### src/rtl/branch_resolve_unit.sv
// Branch resolve unit: EX-stage partner of the branch predictor.
// Carries each fetched PC's prediction through IF/ID and ID/EX shadow
// registers, checks it against the EX outcome, raises flush/redirect on a
// mispredict, trains the predictor and keeps branch/mispredict statistics.
module branch_resolve_unit #(
  parameter int PC_LENGTH = 32,
  parameter int CNT_WIDTH = 32
) (
  input  logic                 clk,
  input  logic                 rst,
  input  logic                 i_stall,
  input  logic                 i_if_valid,
  input  logic [PC_LENGTH-1:0] i_if_pc,
  input  logic                 i_if_pred_taken,
  input  logic [PC_LENGTH-1:0] i_if_pred_target,
  input  logic                 i_ex_is_br,
  input  logic                 i_ex_taken,
  input  logic [PC_LENGTH-1:0] i_ex_target,
  output logic                 o_flush,
  output logic [PC_LENGTH-1:0] o_redirect_pc,
  output logic                 o_update,
  output logic                 o_taken,
  output logic [PC_LENGTH-1:0] o_pc_ex,
  output logic [PC_LENGTH-1:0] o_target_pc,
  output logic [CNT_WIDTH-1:0] o_br_cnt,
  output logic [CNT_WIDTH-1:0] o_mis_cnt
);

  localparam logic [CNT_WIDTH-1:0] CNT_MAX = '1;

  // IF/ID shadow stage
  logic                 d_valid;
  logic [PC_LENGTH-1:0] d_pc;
  logic                 d_pred_taken;
  logic [PC_LENGTH-1:0] d_pred_target;

  // ID/EX shadow stage
  logic                 e_valid;
  logic [PC_LENGTH-1:0] e_pc;
  logic                 e_pred_taken;
  logic [PC_LENGTH-1:0] e_pred_target;

  logic                 res;
  logic                 br_res;
  logic                 dir_mis;
  logic                 tgt_mis;
  logic                 alias_mis;
  logic                 mispredict;
  logic [PC_LENGTH-1:0] fall_through;

  // Resolve the prediction held in E against the EX outcome.
  always_comb begin
    res          = e_valid & ~i_stall;
    br_res       = res & i_ex_is_br;
    dir_mis      = i_ex_is_br & (i_ex_taken != e_pred_taken);
    tgt_mis      = i_ex_is_br & i_ex_taken & e_pred_taken &
                   (i_ex_target != e_pred_target);
    // A non-branch that the BTB sent elsewhere must be pulled back.
    alias_mis    = ~i_ex_is_br & e_pred_taken;
    mispredict   = dir_mis | tgt_mis | alias_mis;
    fall_through = e_pc + PC_LENGTH'(4);
    o_flush      = res & mispredict;
    // Forced to zero when no flush so the bus is quiet (and zero in reset).
    o_redirect_pc = '0;
    if (o_flush) begin
      o_redirect_pc = (i_ex_is_br & i_ex_taken) ? i_ex_target : fall_through;
    end
  end

  // Shadow pipeline: flush beats stall beats advance.
  always_ff @(posedge clk or negedge rst) begin
    if (!rst) begin
      d_valid       <= 1'b0;
      d_pc          <= '0;
      d_pred_taken  <= 1'b0;
      d_pred_target <= '0;
      e_valid       <= 1'b0;
      e_pc          <= '0;
      e_pred_taken  <= 1'b0;
      e_pred_target <= '0;
    end else if (o_flush) begin
      d_valid <= 1'b0;
      e_valid <= 1'b0;
    end else if (!i_stall) begin
      d_valid       <= i_if_valid;
      d_pc          <= i_if_pc;
      d_pred_taken  <= i_if_pred_taken;
      d_pred_target <= i_if_pred_target;
      e_valid       <= d_valid;
      e_pc          <= d_pc;
      e_pred_taken  <= d_pred_taken;
      e_pred_target <= d_pred_target;
    end
  end

  // Predictor training interface, one cycle behind resolution.
  always_ff @(posedge clk or negedge rst) begin
    if (!rst) begin
      o_update    <= 1'b0;
      o_taken     <= 1'b0;
      o_pc_ex     <= '0;
      o_target_pc <= '0;
    end else begin
      o_update <= br_res;
      if (br_res) begin
        o_taken     <= i_ex_taken;
        o_pc_ex     <= e_pc;
        o_target_pc <= i_ex_target;
      end
    end
  end

  // Saturating statistics counters.
  always_ff @(posedge clk or negedge rst) begin
    if (!rst) begin
      o_br_cnt  <= '0;
      o_mis_cnt <= '0;
    end else begin
      if (br_res && (o_br_cnt != CNT_MAX)) begin
        o_br_cnt <= o_br_cnt + CNT_WIDTH'(1);
      end
      if (o_flush && (o_mis_cnt != CNT_MAX)) begin
        o_mis_cnt <= o_mis_cnt + CNT_WIDTH'(1);
      end
    end
  end

endmodule
### config.mk
export PLATFORM = sky130hd
export DESIGN_NAME = branch_resolve_unit
export DESIGN_NICKNAME = d
export VERILOG_FILES = /design/src/rtl/branch_resolve_unit.sv
export SDC_FILE = /design/constraint.sdc
export NUM_CORES = 1
export LEC_CHECK = 0
export CORE_MARGIN = 3
export CORE_UTILIZATION = 35
export DETAILED_ROUTE_END_ITERATION = 12
export GPL_ROUTABILITY_DRIVEN = 0
export GPL_TIMING_DRIVEN = 0
export PLACE_DENSITY = 0.67
export SYNTH_ARGS = -nofsm -noshare
export SYNTH_HDL_FRONTEND = slang
export SYNTH_SLANG_ARGS = --single-unit
### constraint.sdc
create_clock -name clk -period 2.5 [get_ports clk]
set_input_delay 0.25 -clock clk [delete_from_list [all_inputs] [get_ports clk]]
set_output_delay 0.25 -clock clk [all_outputs]
set_load 0.03 [all_outputs]
==> summary.md <==
| Metric | Value |
|---|---|
| Global-route wire length before repair | 58510 um |
| Required time of the critical path | 2.25 ns |
| Number of instances in the synthesized netlist | 1074 |
| Clock tree from TritonCTS | done |
| Overall routing resource usage | 20.78% |
| Post-detailed-route DRC marker count | 0 |
| Cells on worst reg2reg path | 11 |
| Max rail drop VDD | 0.5169 mV |
| Sequential-to-total area share from yosys stat | 55.45% |
| Worst min path class | primary input to async pin |
| Dominant cells by area after synthesis | sky130_fd_sc_hd__dfrtp_1 (55%), sky130_fd_sc_hd__mux2_2 (13%), sky130_fd_sc_hd__nand2_1 (7.6%), sky130_fd_sc_hd__xor2_1 (4.5%), sky130_fd_sc_hd__xnor2_1 (4.3%) |
| Dpl hpwl | 26490 um |
| Vias after detailed routing | 9481 |
| Pin count of the biggest net entering global routing | 106 |
| Total of endpoints with negative setup slack in the final report | 163 |
| Relative max-transition margin | 44.74% |
| Final max-slew violation count | 0 |
| Post-layout min period | 2.891 ns |
| Status | finished with violations |
| #FFs+latches synth | 262 |
| Crit path arrival time | 2.64 ns |
| Net count after synthesis | 1180 |
| Clk sink count | 262 |
| Die span in y | 189.8 um |
| Placeable core region | 32950 um2 |
| Antenna Nets Post-Route | 0 |
| Violations in the final reports | negative setup slack |
| 1st-iter DRT viols | 580 |
| Launch instance of the worst register-to-register path | e_pred_target[7] |
| Maximum frequency from static timing analysis | 345.9 MHz |
| Share of the clock period used by the worst path after layout | 115.6% |
| I/O pin count | 266 |
| Global-route congestion overflow total | 0 |
| Dominant cell type by area after synthesis | sky130_fd_sc_hd__dfrtp_1 |
| Reg2reg end | e_pred_target[24] |
| Layout area overhead | 51.13% |
| Ratio of cells with drive above 1 in the final layout | 25.97% |
| Post-synth EDFFs | 0 |
| Capturing element type of the critical path | primary output |
| Worst hold slack across all endpoints | 0.2609 ns |
| Post-synthesis instance area | 11820 um2 |
| Kind of start point of the critical path | register |
| Static power due to leakage | 8.171 nW |
| Type of the worst setup path | register to primary output |
| Leading cell type in the layout, fill and taps excluded | sky130_fd_sc_hd__dfrtp_1 |
| Largest fanout of any net on the critical path | 6 |
| Row count | 66 |
| Initial core utilization | 35.89% |
| Maximum level of the CTS H-tree | 1 |
| Fraction of registers with async set or reset after synthesis | 100.0% |
| Clock Tree Buf Depth | 3 |
| Routed length per instance | 20.85 um |
| Clock transition at the register clock pins on the worst setup and hold paths after CTS | 0.06 ns |
| Total power per unit cell area | 824.6 nW/um2 |
| Clock skew | 0.01489 ns |
| Area of the die | 36020 um2 |
| Post-synth cell types | 45 |
| Most used cells in the layout excluding fill and tap cells | sky130_fd_sc_hd__dfrtp_1 (252), sky130_fd_sc_hd__nand2_1 (236), sky130_fd_sc_hd__clkdlybuf4s50_1 (231), sky130_fd_sc_hd__mux2_4 (117) |
| Reg-to-reg setup timing slack | -0.28 ns |
| Antenna violations before repair | 4 |
| Insertion delay of the later-clocked pin in the worst-skew pair | 0.56 ns |
| Setup TNS Final | -32.99 ns |
| Number of hold-slack violations in the final timing report | 0 |
| Setup repair after global routing missed its margin | true |
| Routed WL | 39430 um |
| I/O Buffers | 265 |
| Worst-margin pin slew | 0.8288 ns |
| Number of nets in the layout | 1531 |
| Number of search-and-repair iterations in the first detailed-routing pass | 5 |
| Fraction of synthesized cell area taken by the top area cell type | 55.45% |
| Cell at the root of the clock tree | sky130_fd_sc_hd__clkbuf_16 |
| Average size of a mapped cell | 11.01 um2 |
| Via-per-instance ratio | 5.014 |
| Die W | 189.8 um |
| Max-Cap Viols | 0 |
| Main flop type after synthesis | sky130_fd_sc_hd__dfrtp_1 |
| Yosys warns | 0 |
| Via count of the first global-routing pass | 9845 |
| Setup WS post-layout | -0.3909 ns |
| TritonCTS buffer count | 30 |
cells in the mapped netlist (all sizes together), types with 2 or more instances:
cell type	number
buf	22
nor4b	2
nor3	23
o21ai	6
nand2	238
nand3	34
nand4	40
mux2	133
inv	5
nor2	63
and4	5
a21oi	5
or4	5
xnor2	58
or3	2
and2	8
dfrtp	262
a211oi	29
clkbuf	31
xor2	61
and3	15
nor4	12
o21a	2
ha	3
state kept, by name (all words and copies together), names as in the netlist, 32 cells and up:
register	cells
e_pred_target	32
o_pc_ex	32
e_pc	32
o_mis_cnt	32
d_pred_target	32
o_br_cnt	32
d_pc	32
o_target_pc	32
per-stage QoR:
| step | instance area, um2 | total power, W | util, % | setup WS, ns | instances |
|---|---|---|---|---|---|
| after floorplan | 11860 | 0.007798 | - | 0.03941 | 1074 |
| after global placement | 15070 | 0.009481 | 45.74 | -10.16 | 1781 |
| after detailed placement | 15130 | 0.009555 | 45.92 | -1.324 | 1783 |
| after CTS | 17490 | 0.01469 | 53.08 | -0.4044 | 1876 |
| after global routing | 17870 | 0.01537 | 54.23 | -0.5210 | 1891 |
| final | 17870 | 0.01474 | 54.23 | -0.3909 | 1891 |
cells by family after synthesis:
logic type,after synthesis,synth area share [%]
AND/OR/NAND/NOR,454,17.84
AO/OA/AOI/OAI,45,2.656
multiplexers,133,12.67
XOR/XNOR,119,8.815
adder cells (fa/ha/maj),3,0.3175
flip-flops,262,55.45
buffers and inverters,58,2.254
how the worst max path moves through the flow:
stage	startpoint	end	slack [ns]	cells past startpoint
after floorplan	e_pc[7]	o_redirect_pc[19]	0.04	7
after global placement	rst	d_pc[5]	-10.16	1
after detailed placement	i_ex_target[12]	o_redirect_pc[0]	-1.32	9
after CTS	e_pc[3]	o_redirect_pc[31]	-0.40	7
after global routing	e_pc[3]	o_redirect_pc[25]	-0.52	8
final	e_pc[3]	o_redirect_pc[31]	-0.39	7
final cells by class:
type                       count  area [um2]
fill                        2745       15080
sequential                   262        6569
multi-input combinational    755        5824
timing repair buffer         326        3492
clock buffer                  38       822.0
tap                          442       553.0
buffer                        45       394.1
clock inverter                17       193.9
inverter                       5       18.77
antenna                        1       2.502
timing repair:
| item | 4_1_cts | 5_1_grt |
|---|---|---|
| buffers inserted | 32 | 16 |
| endpoints found under the hold margin | 70 | 0 |
| endpoints found under the setup margin | 220 | 209 |
| gates cloned | 10 | 9 |
| hold buffers | 1 | 0 |
| pin swaps | 12 | 19 |
| gates resized for setup | 450 | 54 |
layer usage:
layer	routed length [um]	GRT usage, %
met1	16860	27.22
met2	18760	34.43
met3	2323	4.514
met4	1452	6.852
met5	34	0
where the power goes:
| part | switching (W) | internal, W |
|---|---|---|
| registers | 0.000701 | 0.00508 |
| clock network | 0.00185 | 0.00265 |
| logic | 0.00228 | 0.00218 |
critical path: stages (launching register included):
cell and delay, ns:
sky130_fd_sc_hd__dfrtp_1 0.40, sky130_fd_sc_hd__and3_1 0.20, sky130_fd_sc_hd__or3b_4 0.42, sky130_fd_sc_hd__nor2_4 0.18, sky130_fd_sc_hd__nand4_1 0.14, sky130_fd_sc_hd__xor2_1 0.19, sky130_fd_sc_hd__a211oi_2 0.33, sky130_fd_sc_hd__buf_4 0.23
No activity file was read; power rests on OpenSTA's default activity.
